`src/rtl/timepulse_multi_pkg.sv`:
```
// Shared sizing helpers for the timepulse time base and its users.
package timepulse_multi_pkg;

    // Base tick length in clock cycles.
    function automatic int calc_max_count(input int clk_per_ns, input int pulse_per_ns);
        return pulse_per_ns / clk_per_ns;
    endfunction

    function automatic int idx_width(input int nch);
        return (nch > 1) ? $clog2(nch) : 1;
    endfunction

    function automatic int cnt_width(input int max_count);
        return (max_count > 1) ? $clog2(max_count) : 1;
    endfunction

endpackage

```
`src/rtl/timepulse_ch.sv`:
```
// One channel divider: counts base ticks and emits a pulse every per-th tick.
module timepulse_ch
    import timepulse_multi_pkg::*;
#(
    parameter int DIV_W = 16
) (
    input  logic             clk,
    input  logic             rst,
    input  logic             sync,
    input  logic             wr,
    input  logic             wrap,
    input  logic [DIV_W-1:0] wr_data,
    output logic             pulse
);

    logic [DIV_W-1:0] per;
    logic [DIV_W-1:0] cnt;

    // A write wins over the tick in the same cycle, so a pending pulse is dropped.
    always_ff @(posedge clk) begin
        if (rst) begin
            per   <= '0;
            cnt   <= '0;
            pulse <= 1'b0;
        end else begin
            pulse <= 1'b0;
            if (wr) begin
                per <= wr_data;
                cnt <= '0;
            end else if (sync) begin
                cnt <= '0;
            end else if (wrap && (per != '0)) begin
                if (cnt == per - DIV_W'(1)) begin
                    cnt   <= '0;
                    pulse <= 1'b1;
                end else begin
                    cnt <= cnt + DIV_W'(1);
                end
            end
        end
    end

    a_pulse_width: assert property (@(posedge clk) disable iff (rst) pulse |=> !pulse);
    a_cnt_range:   assert property (@(posedge clk) disable iff (rst) (per != '0) |-> (cnt < per));
    c_pulse:       cover property (@(posedge clk) pulse);

endmodule

```
`src/rtl/timepulse_multi.sv`:
```
// Prescaled base tick plus NCH programmable channel dividers of that tick.
module timepulse_multi
    import timepulse_multi_pkg::*;
#(
    parameter int CLK_PER_NS   = 40,
    parameter int PULSE_PER_NS = 5120,
    parameter int NCH          = 4,
    parameter int DIV_W        = 16,
    localparam int CH_W        = idx_width(NCH)
) (
    input  logic             clk_i,
    input  logic             rst_i,
    input  logic             sync_i,
    input  logic             wr_i,
    input  logic [CH_W-1:0]  wr_ch_i,
    input  logic [DIV_W-1:0] wr_data_i,
    output logic             tp_o,
    output logic [NCH-1:0]   ch_tp_o
);

    localparam int MAX_COUNT = calc_max_count(CLK_PER_NS, PULSE_PER_NS);
    localparam int PRE_W     = cnt_width(MAX_COUNT);

    generate
        if (MAX_COUNT < 2) begin : g_bad_max_count
            $error("timepulse_multi: MAX_COUNT must be at least 2");
        end
        if ((NCH < 1) || (NCH > 16)) begin : g_bad_nch
            $error("timepulse_multi: NCH must be within 1..16");
        end
    endgenerate

    logic [PRE_W-1:0] pre_cnt;
    logic             wrap;
    logic [NCH-1:0]   wr_sel;

    assign wrap = (pre_cnt == PRE_W'(MAX_COUNT - 1));

    always_ff @(posedge clk_i) begin
        if (rst_i || sync_i) begin
            pre_cnt <= '0;
            tp_o    <= 1'b0;
        end else begin
            tp_o    <= wrap;
            pre_cnt <= wrap ? '0 : pre_cnt + PRE_W'(1);
        end
    end

    // Out-of-range channel indices match no channel and are dropped here.
    for (genvar c = 0; c < NCH; c++) begin : g_ch
        assign wr_sel[c] = wr_i && (wr_ch_i == CH_W'(c));

        timepulse_ch #(
            .DIV_W (DIV_W)
        ) u_ch (
            .clk     (clk_i),
            .rst     (rst_i),
            .sync    (sync_i),
            .wr      (wr_sel[c]),
            .wrap    (wrap),
            .wr_data (wr_data_i),
            .pulse   (ch_tp_o[c])
        );
    end

    a_tp_width:   assert property (@(posedge clk_i) disable iff (rst_i) tp_o |=> !tp_o);
    a_ch_with_tp: assert property (@(posedge clk_i) disable iff (rst_i) (|ch_tp_o) |-> tp_o);

endmodule

```
`config.mk`:
```
export PLATFORM = sky130hd
export DESIGN_NAME = timepulse_multi
export DESIGN_NICKNAME = d
export VERILOG_FILES = /design/src/rtl/timepulse_multi_pkg.sv /design/src/rtl/timepulse_ch.sv /design/src/rtl/timepulse_multi.sv
export SDC_FILE = /design/constraint.sdc
export NUM_CORES = 1
export LEC_CHECK = 0
export CORE_ASPECT_RATIO = 1.75
export CORE_MARGIN = 5
export CORE_UTILIZATION = 35
export CTS_BUF_LIST = sky130_fd_sc_hd__clkbuf_16
export CTS_CLUSTER_DIAMETER = 120
export DETAILED_ROUTE_END_ITERATION = 8
export SYNTH_ARGS = -nofsm -noshare
export SYNTH_HDL_FRONTEND = slang
export SYNTH_HIERARCHICAL = 1
export SYNTH_SLANG_ARGS = --single-unit
```
`constraint.sdc`:
```
create_clock -name clk_i -period 2.8 [get_ports clk_i]
set_input_delay 0.28 -clock clk_i [delete_from_list [all_inputs] [get_ports clk_i]]
set_output_delay 0.28 -clock clk_i [all_outputs]
set_load 0.02 [all_outputs]
```
Yosys cells after proc, flatten, opt, wreduce, memory -nomap -nowiden --
Index checks and enable logic that the tools add are counted.
Storage, ports and cells: register bits after elaboration 140, input port bits 22, output and inout port bits 5, logic and storage cells 66
Operators by class: $add $sub $neg 9, eq/ne operators 8, muxes and demuxes 8, bitwise logic cells 4, reduce and logical (&&, ||, !) cells 23
Operators with widths (number):
- adder 16 x 1 -> 16 bit (second input constant) | 4
- equality test 16 bit | 4
- two-way mux 16 bit | 4
- nonzero test 16 bit | 4
- subtractor 16 x 1 -> 16 bit (second input constant) | 4
- OR reduction 4 bit | 4
- OR reduction 3 bit | 4
- logical AND 1 bit | 8
- adder 7 x 1 -> 7 bit (second input constant) | 1
- equality test 7 bit (second input constant) | 1
- equality test 2 bit (second input constant) | 2
- two-way mux 1 bit | 4
- inverter 1 bit | 4
- equality test 2 x 1 -> 1 bit (second input constant) | 1
- zero test 2 bit | 1
- OR reduction 2 bit | 1
- logical OR 1 bit | 1

Depth between registers and ports, before layout --
depth in word-level cells 4, gate-level depth with buffers 10, mapped depth without buffers 9

Hierarchy --
The synthesis kept the hierarchy.
By module, submodules not included:
- timepulse_ch | times used 4, cells each 239, area an instance 1989.4 sq um
- timepulse_multi | times used 1, cells each 39, area an instance 340.3 sq um

Worst setup path after synthesis --
Ideal clock, no wire load.
path kind reg2reg, start point reg g_ch[0].u_ch.per[0], end point reg g_ch[0].u_ch.cnt[7], setup time 115 ps, data arrival time 2449 ps, setup slack 236 ps, cell stages (with the launch flop) 11, path buffers 1, clock period less this slack 2564 ps, cells stage by stage dfxtp_1 -> inv_1 -> ha_1 -> nor3b_1 -> and4bb_2 -> mux2_2 -> a211oi_1 -> nand4_2 -> o21ai_2 -> buf_6 -> nor2_1
On the way: cells in the longest elaborated chain, start to end 3, elaborated cells on any way between the ends 5, those cells by class add/sub: 1; eq/ne: 1; mux: 1; reduce/logical: 2
Ends and longest elaborated chain:
- start: declaration | line timepulse_ch.sv:16 | logic [DIV_W-1:0] per;
- start signal: assignment | line timepulse_ch.sv:28 | per <= wr_data;
- subtractor 16 x 1 -> 16 bit | line timepulse_ch.sv:33 | if (cnt == per - DIV_W'(1)) begin
- equality test 16 bit | line timepulse_ch.sv:33
- two-way mux 16 bit | line timepulse_ch.sv:33
- end signal: assignment | line timepulse_ch.sv:37 | cnt <= cnt + DIV_W'(1);
- end: declaration | line timepulse_ch.sv:17 | logic [DIV_W-1:0] cnt;
Several ways; a longest one is shown, not always the timed one. A chain may end at the register's enable or synchronous reset.

Worst setup path after layout --
start point reg g_ch[0].u_ch.per[7], end point reg g_ch[0].u_ch.cnt[7]
Same word-level chain as after synthesis.

==> out/results.tsv <==
stage	metric	value	unit
status	status	finished, final reports clean	
layout	layout.cells.non_filler	1344	
timing	finalCritPeriodShare	94.8	%
power	cellPowerDensity	517	nW/um^2
worst_setup_path	critPathTopFamily	simple AND/OR/NAND/NOR gates	
timing	clock_skew	0.00651	ns
synth	yosys.area.top_type	dfxtp_1	
floorplan	die-height	214	microns
placement	hpwlAfterDp	16900	microns
route	wirelength	22300	microns
route	drtAntennaViolNets	0	
floorplan	row_count	74	
floorplan	start_util	35.6	%
worst_setup_path	start_kind	flop	
synth	synth_edf_count	0	
synth	yosys-top-cells-area	dfxtp_1 (34%), mux2i_1 (8.2%), xor2_1 (7.8%)	
route	wl_per_cell	16.6	microns
worst_setup_path	critical_path.max_fanout	12	
grt	gr-usage-all-layers	16.8	%
timing	finalSetupViolCount	0	
cts	cts_tree	done	
cts	numCtsBuffers	17	
layout	final_layout_size_suffix_gt1_share	11.1	%
timing	hold_slack	0.314	ns
synth	syn_nets	1026	
timing	hold_violations	0	
grt	grt_pass1_wl	36200	microns
timing	period_minus_slack	2.66	ns
route	drc	0	
cts	cts-root-buf	clkbuf_16	
grt	grt_pass1_vias	7132	
timing	max_freq	377	MHz
placement	port_buffers	26	
worst_setup_path	required	3.11	ns
power	leakage	0.00361	uW
cts	post-cts-setup-buffers	0	
grt	grt_antenna_before_repair	1	
timing	slew_violations	0	
route	first_iter_violations	392	
synth	synth_area_per_cell	8.34	sq um
route	via_per_inst	5.35	
synth	synthDistinctLibCells	52	
placement	post-place-ws	0.156	ns
synth	ys_ff_latch	140	
cts	cts.clk_slew.worst_paths	0.06	ns
synth	yosysMostFrequentCell	nor2_1	
layout	final_core_util	41.1	%
synth	postSynth.asyncResetShare	0	%
synth	synth_common_cells	nor2_1 (162), dfxtp_1 (140), xor2_1 (74), mux2i_1 (68)	
worst_setup_path	critPathMaxStageDelay	0.56	ns
layout	area_delta_synth_final	15.6	%
floorplan	die_w	126	microns
route	dr.pass1.iters	4	
worst_setup_path	cp.arrival	2.97	ns
synth	syn_inst	995	
layout	n_fill_cell	2431	
power	ir_worst_vdd	0.403	mV
worst_setup_path	crit_path_top_delay_cell	or4_4	
worst_setup_path	r2r_slack	0.14	ns
layout	fin_nets	1057	
synth	synth_area	8300	sq um
worst_setup_path	crit_chain	or4_4 > or3_1 > o31a_1 > nor4_2 > nand4_2 > o21ai_2 > buf_4 > nor2_1	
worst_setup_path	crit_buf_inv	1	
route	via_count	7184	
placement	gp_congestion	0.927	
power	power	4960	uW
hold_path	min_from	rst_i	
timing	slew_headroom	50.6	%
floorplan	core	23300	sq um
synth	yosysSeqAreaShare	33.8	%
floorplan	dieArea	27000	sq um
synth	yosys_warnings	6	
timing	setup_slack	0.144	ns
cts	clockBufferDepth	2	
cts	worstSkewPairLatency	0.43	ns
synth	synth_top_area_share	33.8	%
worst_setup_path	end_kind	flop	
floorplan	io-pin-count	27	
worst_setup_path	startpoint	g_ch[0].u_ch/per[7]	
cts	numClockSinks	140	
timing	tightest_slew	0.735	ns
flow_run	maxCapViolCount	0	
hold_path	hp-class	primary input to flop	
grt	grt_overflow	0	
placement	dp.cells	1311	
worst_setup_path	r2r-start	g_ch[0].u_ch/per[7]	
worst_setup_path	path_class	flop to flop	
grt	grt_max_degree	32	
cts	htreeDepth	4	
synth	synth-main-ff-cell	dfxtp_1	
per-layer routing:
| metal | vias up | track usage, % | wire length, microns |
|---|---|---|---|
| met5 | - | 0 | 0 |
| met4 | 0 | 9.51 | 1050 |
| met3 | 56 | 2.94 | 643 |
| met2 | 139 | 31.7 | 12000 |
| met1 | 3423 | 17.3 | 8580 |
| li1 | 3566 | - | - |
path summary, 6_finish.rpt:
check                              to  cells past startpoint
setup / recovery  g_ch[0].u_ch/cnt[7]                      8
hold / removal    g_ch[1].u_ch/per[0]                      2
setup reg to reg  g_ch[0].u_ch/cnt[7]                      8
hold reg to reg            pre_cnt[0]                      1
logic make-up (layout without fill, tap and decap cells):
group           Yosys count  after routing  synth area share [%]
buf+inv                  77            121                  3.91
compound gates          117            117                  10.3
other cells               0              1                     0
simple gates            461            461                  29.3
flops                   140            140                  33.8
fa+ha+maj                 9              9                  1.36
xor+xnor                119            119                  12.6
mux                      72             72                  8.75
power by group:
part           switching, uW  internal (uW)  leakage, uW
logic                    353            288      0.00220
registers               44.5           2030      0.00113
clock network            866           1380     0.000284
total                   1260           3690      0.00361
state kept, by name (all words and copies together) (netlist names):
register,flops
g_ch.u_ch/pulse,4
tp_o,1
pre_cnt,7
g_ch.u_ch/per,64
g_ch.u_ch/cnt,64
through the flow:
stage / instance area (sq um) / setup TNS (ns)
after floorplan: 8300 / 0
after global placement: 9000 / 0
after detailed placement: 9000 / 0
after CTS: 9580 / 0
after global routing: 9590 / -0.00126
final: 9590 / 0
cell usage in the layout (no fill, tap or decap), types with 5 or more instances in the layout:
cell               n
nor2_1           161
and3_1             9
a221oi_1           8
clkbuf_16         17
and4_1             8
nand2_1           51
nand2b_1           8
nor3b_1            6
or4_1              8
nor4_1            17
nand4_1           16
or3_1             18
inv_1             28
nor3_1            38
and2_1             8
xor2_1            74
dfxtp_1          140
and3b_1            5
ha_1               9
clkdlybuf4s50_1   25
nand3_1           51
buf_4             38
o21ai_0           27
a211oi_1           8
o31a_1             8
mux2i_1           68
nor2b_1           20
xnor2_1           45
o31ai_1            8
a21oi_1           17
worst reg2reg max path, delay by kind of cell (launching register included):
family	cells	cell delay, ns
AND/OR/NAND/NOR	5	1.54
AO/OA/AOI/OAI	2	0.51
flip-flops	1	0.31
buffers and inverters	1	0.20
area by class of cell:
cell class                      count  area (sq um)  area share [%]
Multi-Input combinational cell    778          5190            54.1
Sequential cell                   140          2800            29.2
Timing Repair Buffer               64           541            5.64
Clock buffer                       17           425            4.44
Tap cell                          304           380            3.97
Clock inverter                     15           158            1.64
Inverter                           25          93.8           0.978
Antenna cell                        1          2.50          0.0261
what timing repair did:
| item | in CTS | in global routing |
|---|---|---|
| gates resized for setup | 0 | 2 |
| setup endpoints to repair | 0 | 24 |
| hold buffers | 0 | 0 |
(Power assumes the default switching activity.)
